## config.mk

```make
export PLATFORM = sky130hd
export DESIGN_NAME = op_scheduler
export DESIGN_NICKNAME = d
export VERILOG_FILES = /design/src/rtl/op_scheduler.sv
export SDC_FILE = /design/constraint.sdc
export NUM_CORES = 1
export LEC_CHECK = 0
export CAP_MARGIN = 10
export CORE_ASPECT_RATIO = 2
export CORE_MARGIN = 1
export CORE_UTILIZATION = 35
export DETAILED_ROUTE_END_ITERATION = 10
export GPL_ROUTABILITY_DRIVEN = 0
export PLACE_DENSITY = 0.58
export SLEW_MARGIN = 20
export SYNTH_ARGS = -nofsm -noshare
export SYNTH_HDL_FRONTEND = slang
export SYNTH_SLANG_ARGS = --single-unit
export TNS_END_PERCENT = 5
```

## constraint.sdc

```tcl
create_clock -name clk -period 13.1 [get_ports clk]
set_input_delay 1.31 -clock clk [delete_from_list [all_inputs] [get_ports clk]]
set_output_delay 1.31 -clock clk [all_outputs]
set_load 0.005 [all_outputs]
```

## src/rtl/op_scheduler.sv

```systemverilog
// Delayed-op scheduler: queues {delay, op} commands, arms an external down-counter per entry, and strobes the op when it expires.
// Optional build macro SCHED_TIMESTAMP_EN adds time_in/op_time to stamp each issued op.
module op_scheduler #(
  parameter int DEPTH = 8
) (
  input  logic                     clk,
  input  logic                     rst,
  input  logic                     cmd_wr,
  input  logic [47:0]              cmd_delay,
  input  logic [15:0]              cmd_op,
  output logic                     cmd_full,
  output logic [$clog2(DEPTH):0]   cmd_count,
  input  logic                     run,
  input  logic                     abort,
  output logic                     busy,
  output logic [47:0]              timer_data,
  output logic                     timer_start,
  input  logic                     timer_rdy,
  output logic                     op_strobe,
  output logic [15:0]              op_code,
  output logic                     done,
  output logic                     err_ovf,
`ifdef SCHED_TIMESTAMP_EN
  input  logic [47:0]              time_in,
  output logic [47:0]              op_time,
`endif
  output logic [2:0]               o_dbg_state
);

  localparam int AW = $clog2(DEPTH);
  localparam logic [AW:0]   CNT_ONE = (AW+1)'(1);
  localparam logic [AW:0]   CNT_FULL = (AW+1)'(DEPTH);
  localparam logic [AW-1:0] PTR_ONE = AW'(1);

  typedef enum logic [2:0] {
    S_IDLE      = 3'd0,
    S_POP       = 3'd1,
    S_START     = 3'd2,
    S_WAIT_BUSY = 3'd3,
    S_WAIT_DONE = 3'd4,
    S_FIRE      = 3'd5
  } state_t;

  state_t          r_state;
  state_t          w_next;
  logic [63:0]     r_mem [DEPTH];
  logic [AW-1:0]   r_wptr;
  logic [AW-1:0]   r_rptr;
  logic [AW:0]     r_count;
  logic [47:0]     r_delay;
  logic [15:0]     r_op;
  logic [15:0]     r_op_code;
  logic            r_err;
  logic [63:0]     w_head;
  logic            w_full;
  logic            w_push;
  logic            w_pop;
  logic            w_fire;
  logic            w_have;

  // Handshakes: a command is accepted on any cycle with cmd_wr=1 and cmd_full=0
  // (no back-pressure beyond cmd_full); the timer is armed by a one-cycle
  // timer_start and reports completion by timer_rdy falling then rising.
  assign w_head = r_mem[r_rptr];
  assign w_full = (r_count == CNT_FULL);
  assign w_have = (r_count != '0);
  assign w_push = cmd_wr && !w_full && !abort;
  assign w_pop  = (r_state == S_POP) && !abort;
  assign w_fire = (r_state == S_FIRE) && !abort;

  always_comb begin
    w_next = r_state;
    unique case (r_state)
      S_IDLE:      if (run && w_have && timer_rdy) w_next = S_POP;
      S_POP:       w_next = (w_head[63:16] == '0) ? S_FIRE : S_START;
      S_START:     w_next = S_WAIT_BUSY;
      S_WAIT_BUSY: if (!timer_rdy) w_next = S_WAIT_DONE;
      S_WAIT_DONE: if (timer_rdy) w_next = S_FIRE;
      S_FIRE:      w_next = (run && w_have) ? S_POP : S_IDLE;
      default:     w_next = S_IDLE;
    endcase
    if (abort) w_next = S_IDLE;
  end

  always_ff @(posedge clk) begin
    if (w_push) r_mem[r_wptr] <= {cmd_delay, cmd_op};
  end

  always_ff @(posedge clk) begin
    if (rst) begin
      r_state   <= S_IDLE;
      r_wptr    <= '0;
      r_rptr    <= '0;
      r_count   <= '0;
      r_delay   <= '0;
      r_op      <= '0;
      r_op_code <= '0;
      r_err     <= 1'b0;
    end else begin
      r_state <= w_next;
      if (cmd_wr && w_full) r_err <= 1'b1;
      if (abort) begin
        r_wptr  <= '0;
        r_rptr  <= '0;
        r_count <= '0;
      end else begin
        if (w_push) r_wptr <= r_wptr + PTR_ONE;
        if (w_pop) begin
          r_rptr  <= r_rptr + PTR_ONE;
          r_delay <= w_head[63:16];
          r_op    <= w_head[15:0];
        end
        if (w_push && !w_pop)      r_count <= r_count + CNT_ONE;
        else if (w_pop && !w_push) r_count <= r_count - CNT_ONE;
      end
      if (w_fire) r_op_code <= r_op;
    end
  end

`ifdef SCHED_TIMESTAMP_EN
  logic [47:0] r_op_time;
  always_ff @(posedge clk) begin
    if (rst)         r_op_time <= '0;
    else if (w_fire) r_op_time <= time_in;
  end
  assign op_time = w_fire ? time_in : r_op_time;
`endif

  // op_code/op_time switch to the new value combinationally in the FIRE cycle.
  assign cmd_full    = w_full;
  assign cmd_count   = r_count;
  assign busy        = (r_state != S_IDLE);
  assign timer_data  = r_delay;
  assign timer_start = (r_state == S_START);
  assign op_strobe   = w_fire;
  assign op_code     = w_fire ? r_op : r_op_code;
  assign done        = w_fire && !w_have;
  assign err_ovf     = r_err;
  assign o_dbg_state = r_state;

endmodule

```

== Word-level counts from Yosys, hierarchy flattened ==
Memory sizes are Yosys's and may differ from the RTL's. A register that Yosys moved wholly into a read port is not among the register bits.
Cells that the tools add are included.
Cells by class
  bitwise operators: 1
  equality and inequality tests: 9
  add/sub/neg operators: 4
  mux-type cells: 13
  reductions and logical operators: 23
Operators by type and width (count)
  48-bit logical NOT: 1
  3-bit 2-to-1 mux: 6
  3-bit case mux with 6 select lines: 1
  16-bit 2-to-1 mux: 1
  1-bit logical AND: 10
  4-bit 2-to-1 mux: 2
  3-bit by 1-bit adder with 3-bit output (second input constant): 2
  3-bit by 2-bit == test with 1-bit output (second input constant): 2
  3-bit == test (second input constant): 2
  2-bit != test (second input constant): 3
  1-bit logical NOT: 5
  4-bit by 1-bit adder with 4-bit output (second input constant): 1
  4-bit == test (second input constant): 1
  4-bit nonzero test: 1
  4-bit by 1-bit subtractor with 4-bit output (second input constant): 1
  3-bit by 1-bit == test with 1-bit output (second input constant): 1
  3-bit logical NOT: 1
  1-bit 2-to-1 mux: 3
  3-bit AND reduction: 1
  3-bit nonzero test: 1
  2-bit AND reduction: 1
  2-bit nonzero test: 1
  2-bit OR reduction: 1
  1-bit inverter: 1
Storage, ports and cells
  word-level logic and storage cells: 59
  bits in registers: 94
  output and inout bits: 77
  RAM bits: 512
  memories: 1
  bits of input ports: 70
Memory list
  r_mem: words 8, width 64, read ports 1, clocked after Yosys merged registers in 1, wr ports 1, RTL line 46  | logic [63:0] r_mem [DEPTH];

== Depth between registers and ports, before layout ==
  depth after elaboration: 8
  mapped depth: 13

== Worst setup path after synthesis ==
Ideal clock, no wire load.
  path kind: input port to flip-flop
  from: input port cmd_wr
  to: memory r_mem[0][0], enable pin
  data required time: 12.535 ns
  setup slack: 6.389 ns
  cell stages on the path: 3
  setup time: 0.565 ns
  arrival time: 6.146 ns
  buffers on the path: 0
  cell sequence: nand2b_1 or3_1 nor3_1
On the way
  cells in the longest elaborated chain, start to end: 4
Ends and longest elaborated chain
  start, declared: RTL line 8  | input logic cmd_wr,
  1-bit logical AND (2 in a row): RTL line 67  | assign w_push = cmd_wr && !w_full && !abort;
  1-bit 2-to-1 mux: RTL line 86  | if (w_push) r_mem[r_wptr] <= {cmd_delay, cmd_op};
  1-bit 2-to-1 mux (not written as such): RTL line 86
  end, declared: RTL line 46
Every way passes these cells.

== Worst setup path in the final report ==
  from: input port abort
  to: output port op_code[9]
On the way
  cells in the longest elaborated chain, start to end: 3
Ends and longest elaborated chain
  start, declared: RTL line 14  | input logic abort,
  1-bit logical NOT: RTL line 69  | assign w_fire = (r_state == S_FIRE) && !abort;
  1-bit logical AND: RTL line 69
  16-bit 2-to-1 mux
  end, declared: RTL line 20  | output logic [15:0] op_code,
Every way passes these cells.

==> impl_metrics.yaml <==
worst_setup_path:
  rr_endpoint: "o_dbg_state[0]"
  worst-r2r-cell-count: 8
  startpoint_types: "input port"
  critical_path_peak_fanout: 18
  critical-path-max-stage-delay_ns: 0.56
  critical_path.slowest_cell: "sky130_fd_sc_hd__clkdlybuf4s50_1"
  critPathCaptureType: "primary output"
  crit_required_ns: 11.79
  critical_path.n_buffers_inverters: 3
  crit_family: "buffers and inverters"
  arrival_time_at_the_worst_endpoint_ns: 3.21
  critical_path.cell_chain: "clkdlybuf4s50_1 > nor3_2 > buf_4 > mux2_2 > clkdlybuf4s50_1"
  kind_of_critical_path: "input port to primary output"
  reg2reg_slack_ns: 8.62
  critical-path-top-cell-by-count: "sky130_fd_sc_hd__clkdlybuf4s50_1"
synth:
  postSynthAreaPerCell_sq_um: 20.0
  synth.area.top_cells: "sky130_fd_sc_hd__edfxtp_1 (67%), sky130_fd_sc_hd__mux4_2 (11%), sky130_fd_sc_hd__dfxtp_1 (8.5%), sky130_fd_sc_hd__mux2i_1 (3.0%), sky130_fd_sc_hd__a211oi_1 (2.0%)"
  mappedNetlistNets: 1217
  synth.yosys.warnings: 0
  synth_sequential_area_ratio_pct: 75.7
  yosys_most_used_dff: "sky130_fd_sc_hd__edfxtp_1"
  post-synth-top-area-cell: "sky130_fd_sc_hd__edfxtp_1"
  post_synth_inst_count: 1141
  synth_top_area_share_pct: 67.2
  synth_enable_flop_cells: 512
  mappedNetlistArea_sq_um: 22900
  yosys_register_bits: 609
  synth_async_sr_flop_share_pct: 0
  netlist-cell-type-count: 43
placement:
  placement.setup.worst_slack_ns: 8.39
  dp_hpwl_um: 30100
  dpl_cell_area_sq_um: 25300
  port-buffer-count: 146
final_layout:
  final_layout_size_suffix_gt1_share_pct: 19.1
  stdcell_area_sq_um: 27200
  finish.net_count: 1374
  n_fill_cell: 5802
  area.growth.synth_to_final_pct: 18.8
min_path:
  hold_path_startpoint: "timer_data[29]"
  worstHoldPathType: "flip-flop to flip-flop"
  hold-path-cell-count: 2
  hold-path-endpoint: "timer_data[29]"
sta:
  final_hold_viol_count: 0
  unrepaired_setup_endpoints_after_global_routing: "no"
  maxSlewViolCount: 0
  finalSetupTns_ns: 0
  maxClockFrequency_ghz: 0.221
  clock-skew-final_ns: 0.0263
  finalWorstSetupSlack_ns: 8.58
  setup_violations: 0
  final_min_period_over_clock_period_pct: 34.5
  min_hold_slack_ns: 0.459
  worstMarginPinSlew_ns: 1.06
  final.min_clock_period_ns: 4.52
  slew_headroom_pct: 29.6
routing:
  antenna_left: 0
  drt-wirelength-per-cell_um: 23.0
  dr.first_iter.drc_count: 595
  postRouteWirelength_um: 51000
  detailroute.via_count: 11022
  detailedRoute.firstPassIterationCount: 5
  detail_route.drc_violations: 0
  post_drt_via_cell_ratio: 4.98
clock_tree:
  clk-insertion-delay-late_ns: 0.61
  postCtsResizedCells: 0
  clock_tree_from_tritoncts: "built"
  htreeDepth: 2
  cts_hold_buffers: 0
  cts.repair_timing.setup_buffer_count: 0
  cts_buffers: 53
  clock_sink_count: 609
  cts_buffer_depth: 3
  cts_root_buffer: "sky130_fd_sc_hd__clkbuf_16"
  path_clk_slew_ns: 0.06
power_and_ir_drop:
  total_power_uw: 3890
  p_per_area_nw_per_um2: 143
  leakagePower_uw: 0.00816
  peakVddDrop_uv: 101
status:
  outcome: "finished, final reports clean"
floorplan:
  i_o_pin_count: 147
  die_area_sq_um: 66400
  start_util_pct: 35.3
  core.rowCount: 132
  die_height_um: 363
  die_w_um: 183
  core_region_area_sq_um: 64700
grt:
  grt_first_pass_wirelength_um: 75700
  grt_max_degree: 74
  all_layer_global_routing_usage_pct: 15.6
  globalRouteOverflowTotal: 0
  number_of_antenna_violations_at_the_first_check_in_global_routing: 6
  grt_pass1_vias: 11729
flow_run:
  maxCapViolCount: 0
## layout by cell type (no fill, tap or decap), types with 6 or more instances in the layout
cell / Yosys / layout
sky130_fd_sc_hd__mux2i_1: 68 / 68
sky130_fd_sc_hd__clkbuf_8: 0 / 6
sky130_fd_sc_hd__mux4_2: 115 / 115
sky130_fd_sc_hd__clkdlybuf4s50_1: 0 / 145
sky130_fd_sc_hd__clkbuf_16: 0 / 55
sky130_fd_sc_hd__bufinv_16: 0 / 7
sky130_fd_sc_hd__dfxtp_1: 97 / 94
sky130_fd_sc_hd__edfxtp_1: 512 / 512
sky130_fd_sc_hd__a21oi_1: 8 / 8
sky130_fd_sc_hd__nor2b_1: 19 / 19
sky130_fd_sc_hd__nor2_4: 0 / 6
sky130_fd_sc_hd__mux4_1: 7 / 7
sky130_fd_sc_hd__mux2_2: 22 / 22
sky130_fd_sc_hd__nand2_1: 14 / 14
sky130_fd_sc_hd__clkbuf_1: 22 / 13
sky130_fd_sc_hd__clkinv_2: 0 / 9
sky130_fd_sc_hd__a211oi_1: 61 / 61
sky130_fd_sc_hd__nor2_1: 84 / 78
sky130_fd_sc_hd__buf_4: 6 / 21
sky130_fd_sc_hd__nand4_1: 9 / 9
## cell usage after synthesis, types with 6 or more instances
| master | count |
|---|---|
| sky130_fd_sc_hd__nor3_1 | 6 |
| sky130_fd_sc_hd__buf_4 | 6 |
| sky130_fd_sc_hd__buf_1 | 9 |
| sky130_fd_sc_hd__mux4_1 | 7 |
| sky130_fd_sc_hd__nand4_1 | 9 |
| sky130_fd_sc_hd__dfxtp_1 | 97 |
| sky130_fd_sc_hd__a21oi_1 | 8 |
| sky130_fd_sc_hd__mux4_2 | 115 |
| sky130_fd_sc_hd__mux2i_1 | 68 |
| sky130_fd_sc_hd__nor2b_1 | 19 |
| sky130_fd_sc_hd__nor2_1 | 84 |
| sky130_fd_sc_hd__a211oi_1 | 61 |
| sky130_fd_sc_hd__nand2_1 | 14 |
| sky130_fd_sc_hd__edfxtp_1 | 512 |
| sky130_fd_sc_hd__mux2_2 | 22 |
| sky130_fd_sc_hd__clkbuf_1 | 22 |
| sky130_fd_sc_hd__buf_2 | 22 |
## logic make-up after synthesis
group	after synthesis	share of synthesized area, %
buffers and inverters	66	1.47
XOR/XNOR	7	0.268
AO/OA/AOI/OAI	88	2.81
adder cells (fa/ha/maj)	6	0.361
flip-flops	609	75.7
AND/OR/NAND/NOR	153	3.16
multiplexers	212	16.2
## layer usage
| metal | wire, um | global-route usage, % | up-vias |
|---|---|---|---|
| li1 | - | - | 4956 |
| met1 | 20300 | 18.3 | 5715 |
| met2 | 26900 | 28.2 | 251 |
| met3 | 2160 | 2.64 | 92 |
| met4 | 1650 | 5.90 | 8 |
| met5 | 57 | 0 | - |
## power breakdown
group,leakage (uW),internal [uW],switching [uW]
registers,0.00541,2120,6.72
logic,0.00184,45.9,62.1
clock network,0.000908,950,706
## metrics by stage
step                cells  utilization [%]
global route         2215             42.0
floorplan            1141                -
detailed placement   2114             39.1
finish               2215             42.0
CTS                  2214             42.0
global placement     2114             39.1
## state kept, by name, summed over array words and instances, names as in the netlist, named ones only
name	cells
cmd_count	4
err_ovf	1
o_dbg_state	3
r_mem	512
r_op	16
r_op_code	16
r_rptr	3
r_wptr	3
timer_data	48
## worst register-to-register path, stage by stage (launching register included)
cell and delay, ns:
sky130_fd_sc_hd__dfxtp_4 0.86, sky130_fd_sc_hd__buf_4 0.72, sky130_fd_sc_hd__buf_4 0.63, sky130_fd_sc_hd__mux4_2 0.61, sky130_fd_sc_hd__mux2i_1 0.23, sky130_fd_sc_hd__nand4_1 0.25
sky130_fd_sc_hd__nor4b_1 0.42, sky130_fd_sc_hd__nand4b_1 0.33, sky130_fd_sc_hd__a221oi_2 0.34
## layout make-up
class,instances,area (sq um),area share (%)
repair buffers,166,1610,5.92
inverters,2,7.51,0.0276
flip-flops and latches,609,17300,63.8
multi-input cells,466,5280,19.4
clock inverters,26,352,1.29
well taps,871,1090,4.01
diodes,1,2.50,0.00921
clock buffers,74,1510,5.55
## worst max-delay path by stage
stage / start / to / slack, ns / cells after the start
floorplan: cmd_wr / r_mem[0][0] / 6.39 / 3
CTS: flip-flop / o_dbg_state[2] / 8.37 / 8
detailed placement: flip-flop / o_dbg_state[2] / 8.39 / 8
global route: flip-flop / o_dbg_state[2] / 8.14 / 8
global placement: flip-flop / o_dbg_state[0] / 8.39 / 8
finish: abort / op_code[9] / 8.58 / 5
(Power assumes the default switching activity.)
